===== src/rtl/ripple_count_monitor.sv =====
`default_nettype none
// ============================================================================
// Module   : ripple_count_monitor
// Purpose  : Synchronises and debounces a ripple counter's outputs, checks the
//            count sequence and drives the counter's mod-N active-low clear.
// Revision : 1.0
// ============================================================================
module ripple_count_monitor #(
  parameter int WIDTH      = 4,
  parameter int MODULUS    = 10,
  parameter int STABLE     = 2,
  parameter int CLR_CYCLES = 3
) (
  input  logic             clk,
  input  logic             clr,
  input  logic [WIDTH-1:0] cnt_in,
  output logic             cnt_clr_n,
  output logic [WIDTH-1:0] cnt_out,
  output logic             valid,
  output logic             tc,
  output logic [7:0]       wraps,
  output logic             seq_err
);

  localparam int c_STAB_W = (STABLE > 1) ? $clog2(STABLE) : 1;
  localparam int c_TMR_W  = (CLR_CYCLES > 1) ? $clog2(CLR_CYCLES) : 1;
  localparam bit c_NATURAL = (MODULUS == (1 << WIDTH));

  localparam logic [c_STAB_W-1:0] c_STAB_MAX = c_STAB_W'(STABLE - 1);
  localparam logic [c_STAB_W-1:0] c_STAB_ONE = c_STAB_W'(1);
  localparam logic [c_TMR_W-1:0]  c_TMR_INIT = c_TMR_W'(CLR_CYCLES - 1);
  localparam logic [c_TMR_W-1:0]  c_TMR_ONE  = c_TMR_W'(1);
  localparam logic [WIDTH-1:0]    c_MOD_VAL  = WIDTH'(MODULUS);
  localparam logic [WIDTH-1:0]    c_CNT_ONE  = WIDTH'(1);

  typedef enum logic [1:0] {
    ST_COUNT     = 2'd0,
    ST_CLEAR     = 2'd1,
    ST_WAIT_ZERO = 2'd2
  } state_t;

  state_t              r_state;
  logic [WIDTH-1:0]    r_s1;
  logic [WIDTH-1:0]    r_s2;
  logic [WIDTH-1:0]    r_cand;
  logic [c_STAB_W-1:0] r_stab;
  logic [WIDTH-1:0]    r_cnt_out;
  logic                r_valid;
  logic                r_tc;
  logic [7:0]          r_wraps;
  logic                r_seq_err;
  logic                r_clr_n;
  logic [c_TMR_W-1:0]  r_timer;

  logic                w_accept;
  logic [WIDTH-1:0]    w_next;

  // A value is taken once it has sat unchanged at s2 for STABLE+1 edges.
  assign w_accept = (r_s2 == r_cand) && (r_stab == c_STAB_MAX) && (r_cand != r_cnt_out);
  assign w_next   = r_cnt_out + c_CNT_ONE;

  always_ff @(posedge clk) begin
    if (clr) begin
      r_s1      <= '0;
      r_s2      <= '0;
      r_cand    <= '0;
      r_stab    <= '0;
      r_cnt_out <= '0;
      r_valid   <= 1'b0;
      r_tc      <= 1'b0;
      r_wraps   <= 8'd0;
      r_seq_err <= 1'b0;
      r_clr_n   <= 1'b1;
      r_timer   <= '0;
      r_state   <= ST_COUNT;
    end else begin
      r_s1    <= cnt_in;
      r_s2    <= r_s1;
      r_valid <= 1'b0;
      r_tc    <= 1'b0;

      if (r_s2 != r_cand) begin
        r_cand <= r_s2;
        r_stab <= '0;
      end else if (r_stab != c_STAB_MAX) begin
        r_stab <= r_stab + c_STAB_ONE;
      end

      if (w_accept) begin
        r_cnt_out <= r_cand;
        r_valid   <= 1'b1;
      end

      case (r_state)
        ST_COUNT: begin
          if (w_accept) begin
            if (r_cand != w_next) begin
              r_seq_err <= 1'b1;
            end
            if (!c_NATURAL && (r_cand == c_MOD_VAL)) begin
              r_state <= ST_CLEAR;
              r_clr_n <= 1'b0;
              r_timer <= c_TMR_INIT;
            end else if (c_NATURAL && (r_cand == '0) && (r_cnt_out == '1)) begin
              r_tc    <= 1'b1;
              r_wraps <= r_wraps + 8'd1;
            end
          end
        end
        ST_CLEAR: begin
          if (r_timer == '0) begin
            r_clr_n <= 1'b1;
            r_state <= ST_WAIT_ZERO;
          end else begin
            r_timer <= r_timer - c_TMR_ONE;
          end
        end
        ST_WAIT_ZERO: begin
          if (w_accept && (r_cand != '0)) begin
            r_seq_err <= 1'b1;
          end
          // The counter may already read zero if its clear landed during CLEAR.
          if ((r_cnt_out == '0) || (w_accept && (r_cand == '0))) begin
            r_state <= ST_COUNT;
            r_tc    <= 1'b1;
            r_wraps <= r_wraps + 8'd1;
          end
        end
        default: begin
          r_state <= ST_COUNT;
        end
      endcase
    end
  end

  assign cnt_clr_n = r_clr_n;
  assign cnt_out   = r_cnt_out;
  assign valid     = r_valid;
  assign tc        = r_tc;
  assign wraps     = r_wraps;
  assign seq_err   = r_seq_err;

endmodule
`default_nettype wire

===== config.mk =====
export PLATFORM = sky130hd
export DESIGN_NAME = ripple_count_monitor
export DESIGN_NICKNAME = d
export VERILOG_FILES = /design/src/rtl/ripple_count_monitor.sv
export SDC_FILE = /design/constraint.sdc
export NUM_CORES = 1
export LEC_CHECK = 0
export BUFFER_PORTS_ARGS = -buffer_cell sky130_fd_sc_hd__buf_2
export CAP_MARGIN = 20
export CORE_MARGIN = 5
export CORE_UTILIZATION = 53
export CTS_BUF_LIST = sky130_fd_sc_hd__clkbuf_4
export CTS_CLUSTER_DIAMETER = 120
export DETAILED_ROUTE_END_ITERATION = 10
export HOLD_SLACK_MARGIN = 0.12
export PLACE_DENSITY = 0.82
export RECOVER_POWER = 100
export SLEW_MARGIN = 40
export SYNTH_ARGS = -nofsm -noshare
export SYNTH_HDL_FRONTEND = slang
export SYNTH_SLANG_ARGS = --single-unit

===== constraint.sdc =====
create_clock -name clk -period 1.9 [get_ports clk]
set_clock_uncertainty 0.2 [all_clocks]
set_input_delay 0.38 -clock clk [delete_from_list [all_inputs] [get_ports clk]]
set_output_delay 0.38 -clock clk [all_outputs]
set_load 0.01 [all_outputs]

==> After elaboration in Yosys (flattened, before gate mapping) <==
Index checks and enable logic that the tools add are counted.
{ "word_totals": {"word_cells": 70, "memories": 0, "latchBits": 0, "mem_bits_ro": 0, "input_bits": 6, "register_bits": 33, "ram_bits": 0} }
{ "classes": {"n_addsub": 4, "shift": 0, "n_reduce_logical": 19, "n_div": 0, "n_eq_ne": 14, "bitwise_logic": 1, "n_mux": 20, "order_cmp": 0, "multipliers": 0} }
{ "ops": {"columns": ["cell", "count"], "rows": [
  ["4-bit AND reduction", 4],
  ["2-bit two-way mux", 7],
  ["2-bit inequality test, second input constant", 7],
  ["4-bit inequality test", 3],
  ["1-bit two-way mux", 9],
  ["8-bit by 1-bit adder with 8-bit output, second input constant", 1],
  ["4-bit zero test", 2],
  ["2-bit case mux with 3 select lines", 1],
  ["4-bit by 1-bit adder with 4-bit output, second input constant", 1],
  ["4-bit == test", 1],
  ["4-bit == test, second input constant", 1],
  ["1-bit logical AND", 4],
  ["2-bit zero test", 2],
  ["1-bit case mux with 2 select lines", 2],
  ["2-bit case mux with 2 select lines", 1],
  ["2-bit nonzero test", 2],
  ["4-bit nonzero test", 1],
  ["2-bit OR reduction", 2],
  ["2-bit by 1-bit == test with 1-bit output, second input constant", 1],
  ["2-bit == test, second input constant", 1],
  ["2-bit AND reduction", 1],
  ["2-bit by 1-bit subtractor with 2-bit output, second input constant", 1],
  ["1-bit adder, second input constant", 1],
  ["1-bit logical OR", 1],
  ["1-bit inverter", 1]
]} }

==> Logic depth before layout (Yosys ltp) <==
{ "depth": {"depth_word": 7, "ltp_mapped": 6} }

==> Least setup slack after synthesis <==
No wires, ideal clock.
{ "synth_path": {"path_kind": "register to register", "start": "register r_cand[1]", "end": "register r_wraps[4] (netlist: wraps[4])", "setup_ps": 123, "arrival_ps": 1751, "stages_incl_launch_ff": 7, "period_less_slack_ps": 2074, "path_buffers": 1, "setup_slack_ps": -174, "cell_sequence": "dfxtp_1 buf_6 or4_4 nor3_4 nand4_4 a21oi_2 mux2_1"} }
{ "synth_via": {"elab_chain_len": 6, "elab_cells_between_ends": 8, "cone_classes": "eq/ne (2); reduce/logical (6)"} }
{ "synth_rtl": {"columns": ["item", "line_no", "source"], "rows": [
  ["from (decl)", "45", "logic [WIDTH-1:0] r_cand;"],
  ["from (signal assigned)", "83", "r_cand <= r_s2;"],
  ["4-bit == test", "59", "assign w_accept = (r_s2 == r_cand) && (r_stab == c_STAB_MAX) && (r_cand != r_cnt_out);"],
  ["1-bit logical AND (2 in a row)", "59", null],
  ["1-bit logical AND *", "123", "if ((r_cnt_out == '0) || (w_accept && (r_cand == '0))) begin"],
  ["1-bit logical OR *", "123", null],
  ["2-bit AND reduction (no source line) *", null, null],
  ["to (signal assigned)", "106", "r_wraps <= r_wraps + 8'd1;"],
  ["to (signal assigned)", "126", "r_wraps <= r_wraps + 8'd1;"],
  ["to (decl)", "50", "logic [7:0] r_wraps;"]
]} }
Mark *: on every way between the ends. The rest lies on a longest branch, timed or not.
A chain may end at the register's enable or synchronous reset.

==> Final worst setup path <==
{ "layout_path": {"start": "register r_cand[3]", "end": "register r_wraps[6] (netlist: wraps[6])"} }
Same word-level chain as after synthesis.

==> impl_metrics.yaml <==
cells_and_area:
  syn_to_final_growth_pct: 31.92
  antennaDiodeCount: 0
  fin_util_pct: 73.32
  fillerInstances: 201
  drive_gt1_share_pct: 30.56
  final_area_sq_um: 2022
  nets: 225
place:
  portBuffers: 21
  dp_hpwl_microns: 2559
  gp_congestion: 0.8380
  place_area_sq_um: 1805
cts:
  clock_sinks: 33
  clk_latency_ps: 350
  clockBufferDepth: 2
  clk_pin_slew_ps: 100
  cts_root_buf: "clkbuf_4"
  cts_made_buffers: 5
  cts_tree: "built"
  h-tree-depth: 2
critical_path:
  required_ps: 1930
  reg2reg_from: "r_cand[3]"
  cp_max_fo: 5
  cp-startpoint: "r_cand[3]"
  endpoint_kind: "flip-flop"
  worst_ep_arrival_time_ps: 2120
  ff2ff_path_depth: 5
  path_class: "flip-flop to flip-flop"
  start_kind: "flip-flop"
global_routing:
  overflow: 0
  grt_util_all_layers_pct: 19.72
  grt_max_degree: 17
  antenna_found_initial: 0
  grt_pass1_wl_microns: 6389
  grt_pass1_vias: 1373
timing:
  fmax_ghz: 0.4799
  setup_tns_ps: -1673
  fin_crit_ps: 2084
  worst_pin_slew_ps: 384.4
  rsz0062_at_grt: "yes"
  fin_crit_sh_pct: 109.7
  setup_violations: 19
  hold_violations: 0
  drv_slew: 0
  maxSlewHeadroom_pct: 74.30
  setup_slack_ps: -183.6
  holdWs_ps: 261.0
yosys:
  synthCells: 162
  yosys_warnings: 0
  ys_ff_latch: 33
  synth_compound_area_share_pct: 9.306
  syn-num-nets: 172
  yosysUniqueCellTypes: 38
  muxShareOfSynthArea_pct: 6.286
  syn_avg_cell_area_sq_um: 9.461
  ys_seq_area_share_pct: 43.10
  netlist_area_sq_um: 1533
  synth_top_family_by_area: "simple AND/OR/NAND/NOR gates"
  synthSimpleGateAreaFrac_pct: 28.33
  synth-adder-area-share_pct: 3.265
  synth-xor-area-share_pct: 6.286
power:
  power_mw: 1.236
  ir_worst_vdd_mv: 0.6389
  p_leak_nw: 0.8364
  p_per_area_nw_per_um2: 611.5
drt:
  drt-wirelength-per-cell_microns: 15.81
  drtPass1Iterations: 5
  dr_total_vias: 1358
  viasPerCell: 5.498
  ant_nets: 0
  drtIter0Drc: 67
  drt-total-wl_microns: 3904
  remaining_drc_errors: 0
min_path:
  worstHoldStart: "r_s1[1]"
  min_path_type: "flip-flop to flip-flop"
  min_delay_path_depth: 1
job:
  drv_cap: 0
die:
  die_h_microns: 63.78
  design.die.area_sq_um: 4067
  start_util_pct: 55.58
  io_pins: 22
  core_sq_um: 2758
  row_count: 19
  die_x_microns: 63.78
status:
  status: "finished, violations left"
  violations: "negative setup slack"
## per-stage QoR
stage | setup WS (ps) | instances
after floorplan | -162.7 | 162
after global placement | -156.9 | 230
after detailed placement | -218.0 | 230
after CTS | -165.5 | 243
after global routing | -251.3 | 247
final | -183.6 | 247
## state kept, by name (all words and copies together), names as in the netlist
name / cells
r_state: 2
wraps: 8
tc: 1
r_timer: 2
r_cand: 4
valid: 1
r_s2: 4
r_s1: 4
cnt_out: 4
seq_err: 1
cnt_clr_n: 1
r_stab: 1
## cell usage after synthesis
cell type / instances / area (sq um)
nand4_4: 1 / 21.27
nand3_2: 1 / 10.01
nor4_1: 2 / 12.51
xnor2_1: 5 / 43.79
a21oi_2: 1 / 8.760
and4_1: 2 / 17.52
nand3_1: 9 / 45.04
o21a_1: 1 / 7.510
and3_1: 2 / 12.51
a21oi_1: 4 / 20.02
nor4_4: 1 / 21.27
or4_4: 1 / 11.26
o21ai_1: 2 / 10.01
nor3_1: 1 / 5.000
clkbuf_1: 3 / 11.26
nand4_1: 3 / 18.77
mux2i_1: 4 / 40.04
inv_1: 8 / 30.03
a21o_1: 1 / 7.510
buf_6: 1 / 11.26
ha_1: 4 / 50.05
a31oi_1: 2 / 12.51
a32o_1: 1 / 10.01
xor2_1: 6 / 52.55
nor2_1: 17 / 63.81
o211ai_1: 3 / 22.52
o22ai_1: 1 / 6.260
o2bb2ai_1: 1 / 8.760
nor2b_1: 20 / 125.1
nor3_4: 1 / 16.27
and2_1: 2 / 12.51
mux2_1: 5 / 56.30
o311ai_0: 1 / 8.760
dfxtp_1: 33 / 660.6
nand2_1: 9 / 33.78
o31a_1: 1 / 8.760
a21boi_2: 1 / 11.26
nand3b_1: 1 / 7.510
## logic make-up (layout without fill, tap and decap cells)
family	after synthesis	after routing
flip-flops	33	33
AND/OR/NAND/NOR	73	73
buffers and inverters	12	66
multiplexers	9	9
AO/OA/AOI/OAI	20	20
adder cells (fa/ha/maj)	4	4
XOR/XNOR	11	11
## routing by layer
layer  vias up  part of all wire, %  global-route usage (%)
li1        662                    -                       -
met1       644                   41                   22.20
met2        41                   52                   34.52
met3        11                  4.8                   6.130
met4         0                  1.7                   7.792
met5         -                    0                       0
## worst paths after layout
path,endpoint,slack [ps]
setup / recovery,wraps[6],-180
hold / removal,r_s2[1],260
setup reg to reg,wraps[6],-180
hold reg to reg,r_s2[1],260
## cell usage in the layout, fill, tap and decap left out, types with 2 or more instances in the layout
cell           instances
a31oi_1                2
nor4_1                 2
nand4_1                3
xor2_1                 4
mux2i_1                3
nor2_4                 3
nand3_1                8
buf_2                 10
and3_1                 2
clkbuf_1              16
dfxtp_1               30
clkbuf_4               6
clkbuf_2               2
xnor2_1                4
nor2b_1               20
buf_4                 14
inv_1                  8
xor2_2                 2
ha_1                   4
clkinv_2               2
mux2_1                 2
nand2_1                9
buf_6                  2
o21ai_2                2
and2_1                 2
nor2_1                13
o211ai_1               3
mux2_4                 3
a21oi_1                3
dfxtp_2                3
dlygate4sd3_1          5
a21oi_2                2
## where the power goes
group / internal, mW / switching [mW] / total (mW)
Clock: 0.139 / 0.252 / 0.391
Sequential: 0.705 / 0.0109 / 0.716
Combinational: 0.0657 / 0.0635 / 0.129
Total: 0.910 / 0.326 / 1.24
## timing repair
| action | 4_1_cts | 5_1_grt |
|---|---|---|
| setup buffers | 0 | 4 |
| pin swaps | 8 | 7 |
| resized for setup | 8 | 22 |
| setup endpoints to repair | 15 | 18 |
| hold buffers | 5 | 0 |
| hold endpoints to repair | 5 | 0 |
## worst max-delay path, stage by stage, from the launching register on
cell and delay, ps:
dfxtp_2 340, or4_4 550, nor3_4 250, nand3b_1 150, o22ai_2 140, mux2_1 350
## final cells by class
type | count | area (sq um) | area share, %
multi-input combinational | 117 | 928.4 | 45.92
timing repair buffer | 50 | 305.3 | 15.10
inverter | 8 | 30.03 | 1.485
clock buffer | 5 | 37.54 | 1.856
tap | 31 | 38.79 | 1.918
clock inverter | 3 | 17.52 | 0.8663
sequential | 33 | 664.4 | 32.86
No activity file was read; power rests on OpenSTA's default activity.
